File: config.mk
export PLATFORM = sky130hd
export DESIGN_NAME = wb_port_arbiter
export DESIGN_NICKNAME = d
export VERILOG_FILES = /design/src/rtl/wb_port_arbiter.sv
export SDC_FILE = /design/constraint.sdc
export NUM_CORES = 1
export LEC_CHECK = 0
export CAP_MARGIN = 5
export CORE_MARGIN = 2
export CORE_UTILIZATION = 42
export CTS_CLUSTER_DIAMETER = 150
export CTS_CLUSTER_SIZE = 25
export DETAILED_ROUTE_END_ITERATION = 10
export HOLD_SLACK_MARGIN = 0.1
export PLACE_DENSITY = 0.76
export SLEW_MARGIN = 15
export SYNTH_ARGS = -nofsm -noshare
export SYNTH_HDL_FRONTEND = slang
export SYNTH_SLANG_ARGS = --single-unit
File: constraint.sdc
create_clock -name clk -period 3.4 [get_ports clk]
set_input_delay 0.68 -clock clk [delete_from_list [all_inputs] [get_ports clk]]
set_output_delay 0.68 -clock clk [all_outputs]
set_load 0.02 [all_outputs]
File: src/rtl/wb_port_arbiter.sv
// Register-file write-port arbiter: pipeline writeback first, long-latency results queued in a FIFO.
// rf_* is combinational (0-cycle); ll_ready = ~full from the registered count; hold_req forces a drain.
// Optional WB_ARB_PERF_EN adds perf_defer_cnt, counting cycles a queued result lost to the pipeline.
module wb_port_arbiter #(
    parameter int DEPTH      = 2,
    parameter int STARVE_MAX = 4
) (
    input  logic        clk,
    input  logic        reset,
    input  logic        flush,
    input  logic        stall,
    input  logic        pipe_we,
    input  logic [4:0]  pipe_rd,
    input  logic [31:0] pipe_data,
    input  logic        ll_valid,
    input  logic [4:0]  ll_rd,
    input  logic [31:0] ll_data,
    output logic        ll_ready,
    output logic        rf_we,
    output logic [4:0]  rf_rd,
    output logic [31:0] rf_wdata,
    output logic        hold_req
`ifdef WB_ARB_PERF_EN
    ,
    output logic [31:0] perf_defer_cnt
`endif
);

    localparam int PW   = $clog2(DEPTH);
    localparam int CNTW = $clog2(DEPTH + 1);
    localparam int SW   = $clog2(STARVE_MAX + 1);

    typedef enum logic {
        S_IDLE = 1'b0,
        S_HOLD = 1'b1
    } state_t;

    logic [4:0]      rd_mem_q   [DEPTH];
    logic [31:0]     data_mem_q [DEPTH];
    logic [PW-1:0]   wr_ptr_q, wr_ptr_d;
    logic [PW-1:0]   rd_ptr_q, rd_ptr_d;
    logic [CNTW-1:0] count_q, count_d;
    logic [SW-1:0]   starve_q, starve_d;
    state_t          state_q, state_d;

    logic empty, full, ll_fire, ll_wr, pipe_fire, pop, bypass, push;

    always_comb begin
        empty     = (count_q == '0);
        full      = (count_q == CNTW'(DEPTH));
        ll_ready  = ~reset & ~full;
        ll_fire   = ll_valid & ll_ready;
        ll_wr     = ll_fire & (ll_rd != 5'd0);
        pipe_fire = ~reset & pipe_we & ~stall & ~flush & (pipe_rd != 5'd0);
        pop       = ~reset & ~empty & ~pipe_fire;
        bypass    = ~reset & empty & ~pipe_fire & ll_wr;
        push      = ll_wr & ~bypass;
    end

    always_comb begin
        rf_we    = 1'b0;
        rf_rd    = 5'd0;
        rf_wdata = 32'd0;
        if (pipe_fire) begin
            rf_we    = 1'b1;
            rf_rd    = pipe_rd;
            rf_wdata = pipe_data;
        end else if (pop) begin
            rf_we    = 1'b1;
            rf_rd    = rd_mem_q[rd_ptr_q];
            rf_wdata = data_mem_q[rd_ptr_q];
        end else if (bypass) begin
            rf_we    = 1'b1;
            rf_rd    = ll_rd;
            rf_wdata = ll_data;
        end
    end

    always_comb begin
        wr_ptr_d = push ? wr_ptr_q + PW'(1) : wr_ptr_q;
        rd_ptr_d = pop  ? rd_ptr_q + PW'(1) : rd_ptr_q;
        count_d  = count_q;
        if (push && !pop) begin
            count_d = count_q + CNTW'(1);
        end else if (pop && !push) begin
            count_d = count_q - CNTW'(1);
        end
    end

    // Starvation only accrues while a queued result is denied the port in favour of the pipeline.
    always_comb begin
        state_d  = state_q;
        starve_d = starve_q;
        case (state_q)
            S_IDLE: begin
                if (empty || pop) begin
                    starve_d = '0;
                end else if (pipe_fire) begin
                    if (starve_q == SW'(STARVE_MAX - 1)) begin
                        state_d  = S_HOLD;
                        starve_d = '0;
                    end else begin
                        starve_d = starve_q + SW'(1);
                    end
                end
            end
            S_HOLD: begin
                starve_d = '0;
                if (pop) begin
                    state_d = S_IDLE;
                end
            end
            default: begin
                state_d  = S_IDLE;
                starve_d = '0;
            end
        endcase
    end

    assign hold_req = (state_q == S_HOLD);

    always_ff @(posedge clk) begin
        if (reset) begin
            wr_ptr_q <= '0;
            rd_ptr_q <= '0;
            count_q  <= '0;
            starve_q <= '0;
            state_q  <= S_IDLE;
        end else begin
            wr_ptr_q <= wr_ptr_d;
            rd_ptr_q <= rd_ptr_d;
            count_q  <= count_d;
            starve_q <= starve_d;
            state_q  <= state_d;
        end
    end

    // Storage needs no reset: entries are only read while count says they are valid.
    always_ff @(posedge clk) begin
        if (push) begin
            rd_mem_q[wr_ptr_q]   <= ll_rd;
            data_mem_q[wr_ptr_q] <= ll_data;
        end
    end

`ifdef WB_ARB_PERF_EN
    logic [31:0] perf_q, perf_d;

    always_comb begin
        perf_d = perf_q + {31'd0, (~empty & pipe_fire)};
    end

    always_ff @(posedge clk) begin
        if (reset) begin
            perf_q <= 32'd0;
        end else begin
            perf_q <= perf_d;
        end
    end

    assign perf_defer_cnt = perf_q;
`endif

endmodule

# Word-level counts from Yosys, hierarchy flattened
# Memory sizes are Yosys's and may differ from the RTL's. A register that Yosys moved wholly into a read port is not among the register bits.
# Index checks and enable logic that the tools add are counted.
# totals
register_bits	8
mem_bits_rw	74
input_bits	80
out_inout_bits	40
mem_count	2
# op_classes
add_sub_neg	5
eq_ne	3
muxes	26
n_bitwise	21
reduce_logical	9
# memory_table
name	words	width	read_ports	rd_ports_with_merged_regs	wr	line_no	rtl
data_mem_q	2	32	1	1	1	39	logic [31:0] data_mem_q [DEPTH];
rd_mem_q	2	5	1	1	1	38	logic [4:0] rd_mem_q [DEPTH];
# ops
operator	count
$mux 32	3
$mux 5	3
$and 1x1->1	13
$mux 1	13
$reduce_bool 5->1	2
$mux 3	3
$not 1->1	8
$pmux 3 s2	1
$mux 2	2
$add 3x1->3 const B	1
$eq 3x2->1 const B	1
$ne 3x3->1 const B	1
$add 1x1->1 const B	2
$add 2x1->2 const B	1
$eq 2x2->1 const B	1
$logic_and 1x1->1	2
$logic_not 1->1	2
$logic_not 2->1	1
$pmux 1 s2	1
$reduce_bool 2->1	1
$sub 2x1->2 const B	1
$logic_or 1x1->1	1

# Logic depth before layout (Yosys ltp)
# Gate-level depths: netlist (run 1).
# depth
word_depth	14
depth_mapped	9
depth_no_buf	8

# Worst setup path after synthesis (run 1)
# No wires, ideal clock.
# synth_path
path_kind	input -> register
from	input port reset
to	memory data_mem_q[0][0], enable pin
setup_ps	431
t_arrival_ps	3160
required_ps	2969
path_slack_ps	-191
path_stages	4
path_buffers	1
cell_sequence	buf_2 a21oi_1 o2111ai_2 nor2_1
# synth_via
elab_cells_between_ends	16
cone_classes	2 x mux; 14 x bitwise
# synth_lines
item	line_no	rtl
start, declared	9	input logic reset,
$not 1->1 (*)	51	ll_ready = ~reset & ~full;
$and 1x1->1 (*)	51	
via ll_ready	18	output logic ll_ready,
$and 1x1->1 (*)	52	ll_fire = ll_valid & ll_ready;
$and 1x1->1 (*)	53	ll_wr = ll_fire & (ll_rd != 5'd0);
$and 1x1->1	56	bypass = ~reset & empty & ~pipe_fire & ll_wr;
$not 1->1	57	push = ll_wr & ~bypass;
$and 1x1->1 (*)	57	
$mux 1 (*)	140	if (push) begin
$mux 1 (implied by the code) (*)	142	data_mem_q[wr_ptr_q] <= ll_data;
end, declared	39	
# Mark *: on every way through the listed nets, which the timed path passes. The rest lies on a longest branch.

# Final worst setup path (run 1)
# layout_path
from	input port pipe_rd[1]
to	output port rf_wdata[0]
# layout_via
elab_chain_len	8
elab_cells_between_ends	9
cone_classes	3 x mux; 5 x bitwise; 1 x reduce/logical
# layout_rtl
item	line_no	rtl
start, declared	13	input logic [4:0] pipe_rd,
$reduce_bool 5->1 (*)	54	pipe_fire = ~reset & pipe_we & ~stall & ~flush & (pipe_rd != 5'd0);
$and 1x1->1 (*)	54	
$not 1->1	55, 56	
$and 1x1->1 (2 in series)	56	
$mux 32	72	end else if (bypass) begin
$mux 32	68	end else if (pop) begin
$mux 32 (*)	64	if (pipe_fire) begin
end, declared	21	output logic [31:0] rf_wdata,
# Every way passes the cells marked *; elsewhere a longest branch is shown, timed or not.

==> results by group, run 1 <==
Status
  • Status: complete, no violations

Global routing
  • Total GRT Usage: 17.9%
  • Wire length of the first global-routing pass: 13900 um
  • Largest net degree at the start of global routing: 40
  • GRT overflow: 0
  • Vias in the first global route: 3035
  • Initial antenna violation count: 0

Final layout
  • Area growth syn-to-layout: 42.0%
  • Number of fill cells in the layout: 743
  • Antenna diode count: 0
  • Nets: 544
  • Final Util: 61.9%
  • Layout cells sized above 1: 10.1%

CTS
  • Clock H-tree levels: 3
  • Clock Tree Buf Depth: 2
  • Worst-path clk slew: 0.09 ns
  • CTS buffer count: 9
  • Clock root cell: clkbuf_8
  • Clk sink count: slightly above 80
  • Clock latency on the worst-skew pair: around 0.34 ns
  • CTS tree: yes
  • # hold bufs at CTS: 0

Power and ir drop
  • Internal power component: 2.17 mW
  • Leakage power: a little under 2 nW
  • Clk pwr share: 20.4%
  • Cell Pwr Density: 607 nW/um2
  • Switching share of total power: 34.5%
  • Final Power: 3.31 mW
  • Sw power: 1.14 mW
  • Logic gate share of total power: 40.0%
  • Worst IR Drop VDD: 0.299 mV
  • Seq pwr share: 39.6%

Placement
  • Routability cong.: about 0.76
  • DP HPWL: 6020 um
  • PortBufs: 119

Run
  • Max Cap Viol: 0

Setup path
  • Reg2Reg Capture Point: data_mem_q[1][26]
  • CP Cell Sequence: clkdlybuf4s50_1 -> or4_4 -> o21a_2 -> buf_12 -> o21ai_0 -> dlygate4sd2_1
  • Crit start category: input port
  • Worst EP required: 2.72 ns
  • CP Max Fanout: 35
  • Worst r2r src: count_q[0]
  • Worst Setup End Kind: output pin
  • CP peak stage delay: 0.55 ns
  • Data arrival, critical path: 2.61 ns
  • Reg2reg path depth: 5
  • Crit path max-delay cell type: or4_4
  • R2R Setup Slk: 1.08 ns
  • CP Class: input port to output pin

Route
  • DRC violations left: 0
  • Vias per cell: 5.14
  • Drt initial violations: between 100 and 150
  • Drt wl/cell: 15.0 um
  • Via count: 2957
  • First-pass iteration count of the detailed router: 4
  • Detailed Route WL: 8650 um
  • Remaining antenna violation count after routing: 0

STA
  • Setup_tns: 0 ns
  • Final Max Tran Viols: 0
  • Final Hold Violating Endpoints: 0
  • Worst-Margin Slew: just over 0.9 ns
  • Worst Skew: roughly 0.0093 ns
  • Tcrit/Tclk final: 96.7%
  • RSZ-0062 raised after global routing: no
  • FMAX: a little over 300 MHz
  • Slew margin rel.: 38.6%
  • Crit path time final: 3.29 ns
  • Final setup vio count: 0

Worst hold path
  • Worst hold path cell count: 1
  • Worst hold start: starve_q[0]
  • Worst min path class: flop to flop
  • Hold Path End: starve_q[0]

Synthesis
  • Synth Instances: roughly 330
  • Post-synth EDFFs: 74
  • Top cell type's share of synthesized area: 57.9%
  • Register area share after synthesis: a little over three fifths
  • Synthesis warning total: 0
  • Mapped cell area: roughly 3800 um2
  • Distinct cells, synth: 32
  • Syn nets: 414
  • Register bit count reported by yosys: 83
  • FFs w/ async S/R, synth: 0%
  • Avg Inst Size Synth: 11.6 um2
  • Top area cells in the synthesized netlist: edfxtp_1 58%, mux2i_1 9.9%, a21oi_1 5.5%
  • Cell accounting for the most synthesized area: edfxtp_1
  • Synth Flop Type: edfxtp_1

Floorplan
  • Std cell rows: 34
  • Starting Density: 43.6%
  • Die area: between 9000 and 10000 um2
  • IO Pins: 120
  • Core area: between 8000 and 9000 um2
  • Die Y: 99.6 um
  • Die Wd: approximately 100 um
==> critical path, delay by kind of cell <==
family          cells  cell delay [ns]
compound gates      2             0.41
simple gates        1             0.55
buf+inv             3             0.95
==> worst max-delay path by stage <==
stage / startpoint / endpoint / slack (ns)
final: pipe_rd[1] / rf_wdata[0] / 0.11
after global routing: reset / rf_wdata[31] / 0.002
after CTS: reset / rf_wdata[0] / 0.09
after detailed placement: reset / rf_wdata[0] / -0.20
after global placement: ll_valid / rf_wdata[31] / -0.16
after floorplan: reset / data_mem_q[0][0] / 0.42
==> layer usage <==
layer | vias up | track usage (%) | share of wire, %
met5 | - | 0 | 0
met3 | 12 | 4.78 | 4.4
met1 | 1392 | 20.1 | 40
li1 | 1470 | - | -
met2 | 83 | 32.3 | 54
met4 | 0 | 6.95 | 1.5
==> power groups by stage <==
| stage | clock network, mW | registers, mW | logic [mW] |
|---|---|---|---|
| 4_1_cts | 0.695 | 1.31 | 1.34 |
| 2_1_floorplan | 0 | 1.28 | 0.870 |
| 6_report | 0.673 | 1.31 | 1.32 |
| 5_1_grt | 0.731 | 1.33 | 1.44 |
| 3_5_place_dp | 0 | 1.33 | 1.44 |
| 3_3_place_gp | 0 | 1.33 | 1.42 |
==> layout by cell type (no fill, tap or decap), types with 6 or more instances in the layout <==
cell,instances
dlygate4sd2_1,33
clkbuf_8,9
mux2i_1,38
buf_4,15
nor2_1,40
o21ai_0,9
buf_12,6
dfxtp_1,8
nand2_1,38
o21ai_1,32
clkdlybuf4s50_1,81
a21oi_1,42
edfxtp_1,74
==> state kept, by name (all words and copies together) (netlist names), named ones only <==
signal      count
starve_q        3
hold_req        1
wr_ptr_q        1
rd_ptr_q        1
data_mem_q     64
count_q         2
rd_mem_q       10
==> through the flow <==
stage                     instances  setup WS (ns)  hold WS (ns)  area, um2
after detailed placement        559         -0.201         0.426       5310
after global placement          559         -0.164         0.415       5310
after CTS                       575         0.0853         0.440       5450
final                           575          0.111         0.444       5450
after floorplan                 332          0.417         0.407       3840
after global routing            575        0.00181         0.448       5450
==> cells in the mapped netlist (3+ instances only) <==
cell type  count
buf_2          7
o21ai_1       32
edfxtp_1      74
a21oi_1       42
buf_4          3
mux2i_1       38
dfxtp_1        9
nand2_1       38
or3_1          4
o21ai_0        9
clkbuf_1      10
nor2_1        41
==> layout make-up <==
type / count / area (um2) / area share, %
Tap cell: 108 / 135 / 2.48
Multi-Input combinational cell: 226 / 1340 / 24.6
Inverter: 2 / 7.51 / 0.138
Clock inverter: 5 / 53.8 / 0.987
Clock buffer: 11 / 131 / 2.41
Sequential cell: 83 / 2400 / 44.1
Timing Repair Buffer: 140 / 1380 / 25.2
==> logic make-up (layout without fill, tap and decap cells) <==
logic type,count (synthesis),in the layout,share of synthesized area [%]
xor gates and xnor gates,2,2,0.457
AOI/OAI and AO/OA,89,89,12.4
adders and majority gates,2,2,0.652
muxes,38,38,9.91
DFF,83,83,62.6
buffers and inverters,23,158,2.97
and+or+nand+nor,95,95,11.0
==> timing repair <==
| action | 4_1_cts | 5_1_grt |
|---|---|---|
| resized for setup | 37 | 9 |
| endpoints found under the setup margin | 37 | 5 |
| setup buffers | 0 | 0 |
Power figures use the tool's default switching activity.
==> run 2: changes to the inputs <==
Settings changed: ABC_AREA set to 1, CORE_UTILIZATION 42 to 43, PLACE_DENSITY 0.76 to 0.77, TNS_END_PERCENT set to 10.
==> run 2 against run 1 <==
Against the previous run:
- first-iteration DRC count up 38%
- non-clock buffer count down 4
- largest cell class unchanged
- synthesized area up 3.3%
- final cell count up 4.3%
- highest routed layer unchanged
- critical endpoint unchanged
==> results by group, run 2 <==
CTS
  • Post-CTS setup buffer count: 0 (unchanged)
  • CTS buffer count: 9 (unchanged)
  • CTS tree: yes
  • Clk sink count: 83 (unchanged)
  • Clock H-tree levels: 3 (unchanged)
  • Clock root cell: clkbuf_8
  • # resized after CTS: 0 (-100%)
  • Clock Tree Buf Depth: 2 (unchanged)
  • # hold bufs at CTS: 0 (unchanged)
  • Clock latency on the worst-skew pair: 0.35 ns (about the same)
  • Worst-path clk slew: 0.07 ns (-0.02 ns)

Setup path
  • R2R Setup Slk: 1.15 ns (+0.07 ns)
  • Most frequent CP cell: clkdlybuf4s50_1
  • Reg2reg path depth: 12 (+7)
  • CP peak stage delay: 0.61 ns (+0.06 ns)
  • Crit start category: input port
  • Worst EP required: 2.72 ns (about the same)
  • Crit path max-delay cell type: clkdlybuf4s50_1
  • CP Cell Sequence: clkdlybuf4s50_1 -> inv_2 -> nand2_1 -> nor2_1 -> nand2_2 -> buf_4 -> nand4_1 -> nand3_1 -> clkdlybuf4s50_1
  • Worst r2r src: count_q[1]
  • CP Class: input port to output pin
  • Worst Setup End Kind: output pin
  • Reg2Reg Capture Point: count_q[1]
  • CP Max Fanout: 21 (-40%)
  • Data arrival, critical path: 2.64 ns (+0.03 ns)

STA
  • Tcrit/Tclk final: 97.6% (+0.84 points)
  • RSZ-0062 raised after global routing: yes
  • Worst-Margin Slew: 0.527 ns (-0.393 ns)
  • Tightest hold margin: 0.438 ns (-0.00598 ns)
  • Crit path time final: 3.32 ns (+0.0286 ns)
  • FMAX: 301 MHz (-0.86%)
  • Final Hold Violating Endpoints: 0 (unchanged)
  • Final Max Tran Viols: 0 (unchanged)
  • Final setup vio count: 0 (unchanged)
  • Post-route setup slack: 0.0827 ns (-0.0286 ns)
  • Slew margin rel.: 64.8% (+26 points)
  • Worst Skew: 0.00807 ns (-0.00122 ns)

Global routing
  • GRT overflow: 0 (unchanged)
  • Wire length of the first global-routing pass: 15300 um (+10%)
  • Total GRT Usage: 19.5% (+1.6 points)
  • Vias in the first global route: 3249 (+7.1%)
  • Largest net degree at the start of global routing: 34 (-15%)
  • Initial antenna violation count: 0 (unchanged)

Synthesis
  • Mapped cell area: 3960 um2 (+3.3%)
  • Synth cell count leaders: 88 x nand2_1, 74 x edfxtp_1, 42 x nand3_1, 37 x mux2_2, 37 x nand4_1
  • Syn nets: 442 (+6.8%)
  • Distinct cells, synth: 21 (-34%)
  • Avg Inst Size Synth: 11.0 um2 (-4.8%)
  • FFs w/ async S/R, synth: 0% (unchanged)
  • Cell accounting for the most synthesized area: edfxtp_1
  • Post-synth EDFFs: 74 (unchanged)
  • Synth Instances: 360 (+8.4%)
  • Synthesis warning total: 0 (unchanged)
  • Cell with the most instances after synthesis: nand2_1
  • Synth Flop Type: edfxtp_1
  • Register area share after synthesis: 60.6% (-2.0 points)
  • Register bit count reported by yosys: 83 (unchanged)
  • Top area cells in the synthesized netlist: edfxtp_1 56%, mux2_2 11%, nand2_1 8.3%
  • Top cell type's share of synthesized area: 56.1% (-1.8 points)

Power and ir drop
  • Leakage power: 2.25 nW (+14%)
  • Worst IR Drop VDD: 0.313 mV (+4.6%)
  • Cell Pwr Density: 519 nW/um2 (-15%)

Worst hold path
  • Worst hold start: starve_q[0]
  • Worst min path class: flop to flop
  • Worst hold path cell count: 1 (unchanged)
  • Hold Path End: starve_q[0]

Final layout
  • Nets: 566 (+4.0%)
  • Commonest non-fill, non-tap cell in the layout: clkdlybuf4s50_1
  • Top reg by flops: data_mem_q
  • Final Util: 61.4% (-0.46 points)
  • Area growth syn-to-layout: 41.2%
  • Antenna diode count: 0 (unchanged)
  • Layout cells sized above 1: 15.5% (+5.5 points)
  • Post-route cell area: 5590 um2 (+2.7%)
  • Top Registers: data_mem_q x64, rd_mem_q x10, starve_q x3
  • Largest register FFs: 64 (unchanged)
  • Most frequent cells in the layout: 103 x clkdlybuf4s50_1, 88 x nand2_1, 74 x edfxtp_1

Route
  • Remaining antenna violation count after routing: 0 (unchanged)
  • Vias per cell: 5.32 (+3.5%)
  • First-pass iteration count of the detailed router: 4 (unchanged)
  • Drt initial violations: 172 (+38%)
  • Detailed Route WL: 9510 um (+10%)
  • Via count: 3193 (+8.0%)
  • Drt wl/cell: 15.9 um (+5.4%)
  • DRC violations left: 0 (unchanged)

Placement
  • Pre-CTS setup slack: 0.0904 ns (+0.292 ns)
  • DP HPWL: 6670 um (+11%)
  • Routability cong.: 0.854 (+13%)
  • PortBufs: 119 (unchanged)
  • Cell Area, Placed: 5390 um2 (+1.5%)

Floorplan
  • Std cell rows: 35 (+2.9%)
  • Die area: 10000 um2 (+0.83%)
  • Die Y: 100 um (+0.41%)
  • Starting Density: 43.5% (-0.075 points)
  • Core area: 9110 um2 (+3.4%)
  • Die Wd: 100 um (+0.41%)
  • IO Pins: 120 (unchanged)

Status
  • Status: complete, no violations

Run
  • Max Cap Viol: 0 (unchanged)
run 2: cell count changes after synthesis, sizes merged, moves of 5 or more:
cell and change:
o21ai -38, nand3 +43, inv +16, nand4 +37, nand2 +52, clkbuf -5, mux2 +37, a21oi -37
nor2 -26, mux2i -38, buf +7
run 2: area by class of cell:
type / count / area [um2]
clock inverters: 5 / 28.8
multi-input cells: 236 / 1380
clock buffers: 11 / 131
repair buffers: 136 / 1450
inverters: 18 / 70.1
well taps: 111 / 139
flip-flops and latches: 83 / 2400
fillers: 737 / 3510
run 2: cell families after synthesis:
kind of cell	Yosys count	share of synthesized area, %
adders and majority gates	2	0.631
DFF	83	60.6
and+or+nand+nor	188	21.9
muxes	37	10.5
AOI/OAI and AO/OA	9	1.14
buffers and inverters	41	5.18
run 2: worst max-delay path by stage:
stage                           from                to  slack, ns  cells past startpoint
final                          reset       rf_wdata[0]       0.08                      9
after global routing           reset      rf_wdata[17]      -0.02                      9
after CTS                      reset          rf_rd[0]       0.09                      9
after detailed placement       reset          rf_rd[1]       0.09                      9
after global placement    pipe_rd[2]       rf_wdata[8]        0.1                      8
after floorplan                reset  data_mem_q[0][0]       0.06                      8
run 2: report_power, final:
part,switching (mW),internal [mW]
Combinational,0.552,0.513
Clock,0.333,0.262
Sequential,0.0469,1.20
run 2: metrics by stage:
stage                     TNS [ns]  power, mW  cells
after floorplan                  0       1.85    360
after global routing       -0.0338       3.05    600
after CTS                        0       2.94    600
after global placement           0       2.33    584
final                            0       2.90    600
after detailed placement         0       2.35    584
run 2: worst max-delay path, delay by kind of cell:
| family | cells | cell delay (ns) |
|---|---|---|
| buf+inv | 4 | 1.47 |
| simple gates | 5 | 0.49 |
run 2: metal layers:
| layer | up-vias | wire, um | GRT usage, % |
|---|---|---|---|
| li1 | 1542 | - | - |
| met1 | 1528 | 3900 | 24.0 |
| met2 | 108 | 4930 | 34.4 |
| met3 | 15 | 543 | 3.62 |
| met4 | 0 | 140 | 7.17 |
| met5 | - | 0 | 0 |
==> run 3: changes to the inputs <==
Settings changed: CAP_MARGIN 5 to not set.
==> results of run 3 <==
No change in the layout: final DEF, timing and power equal those of run 2.
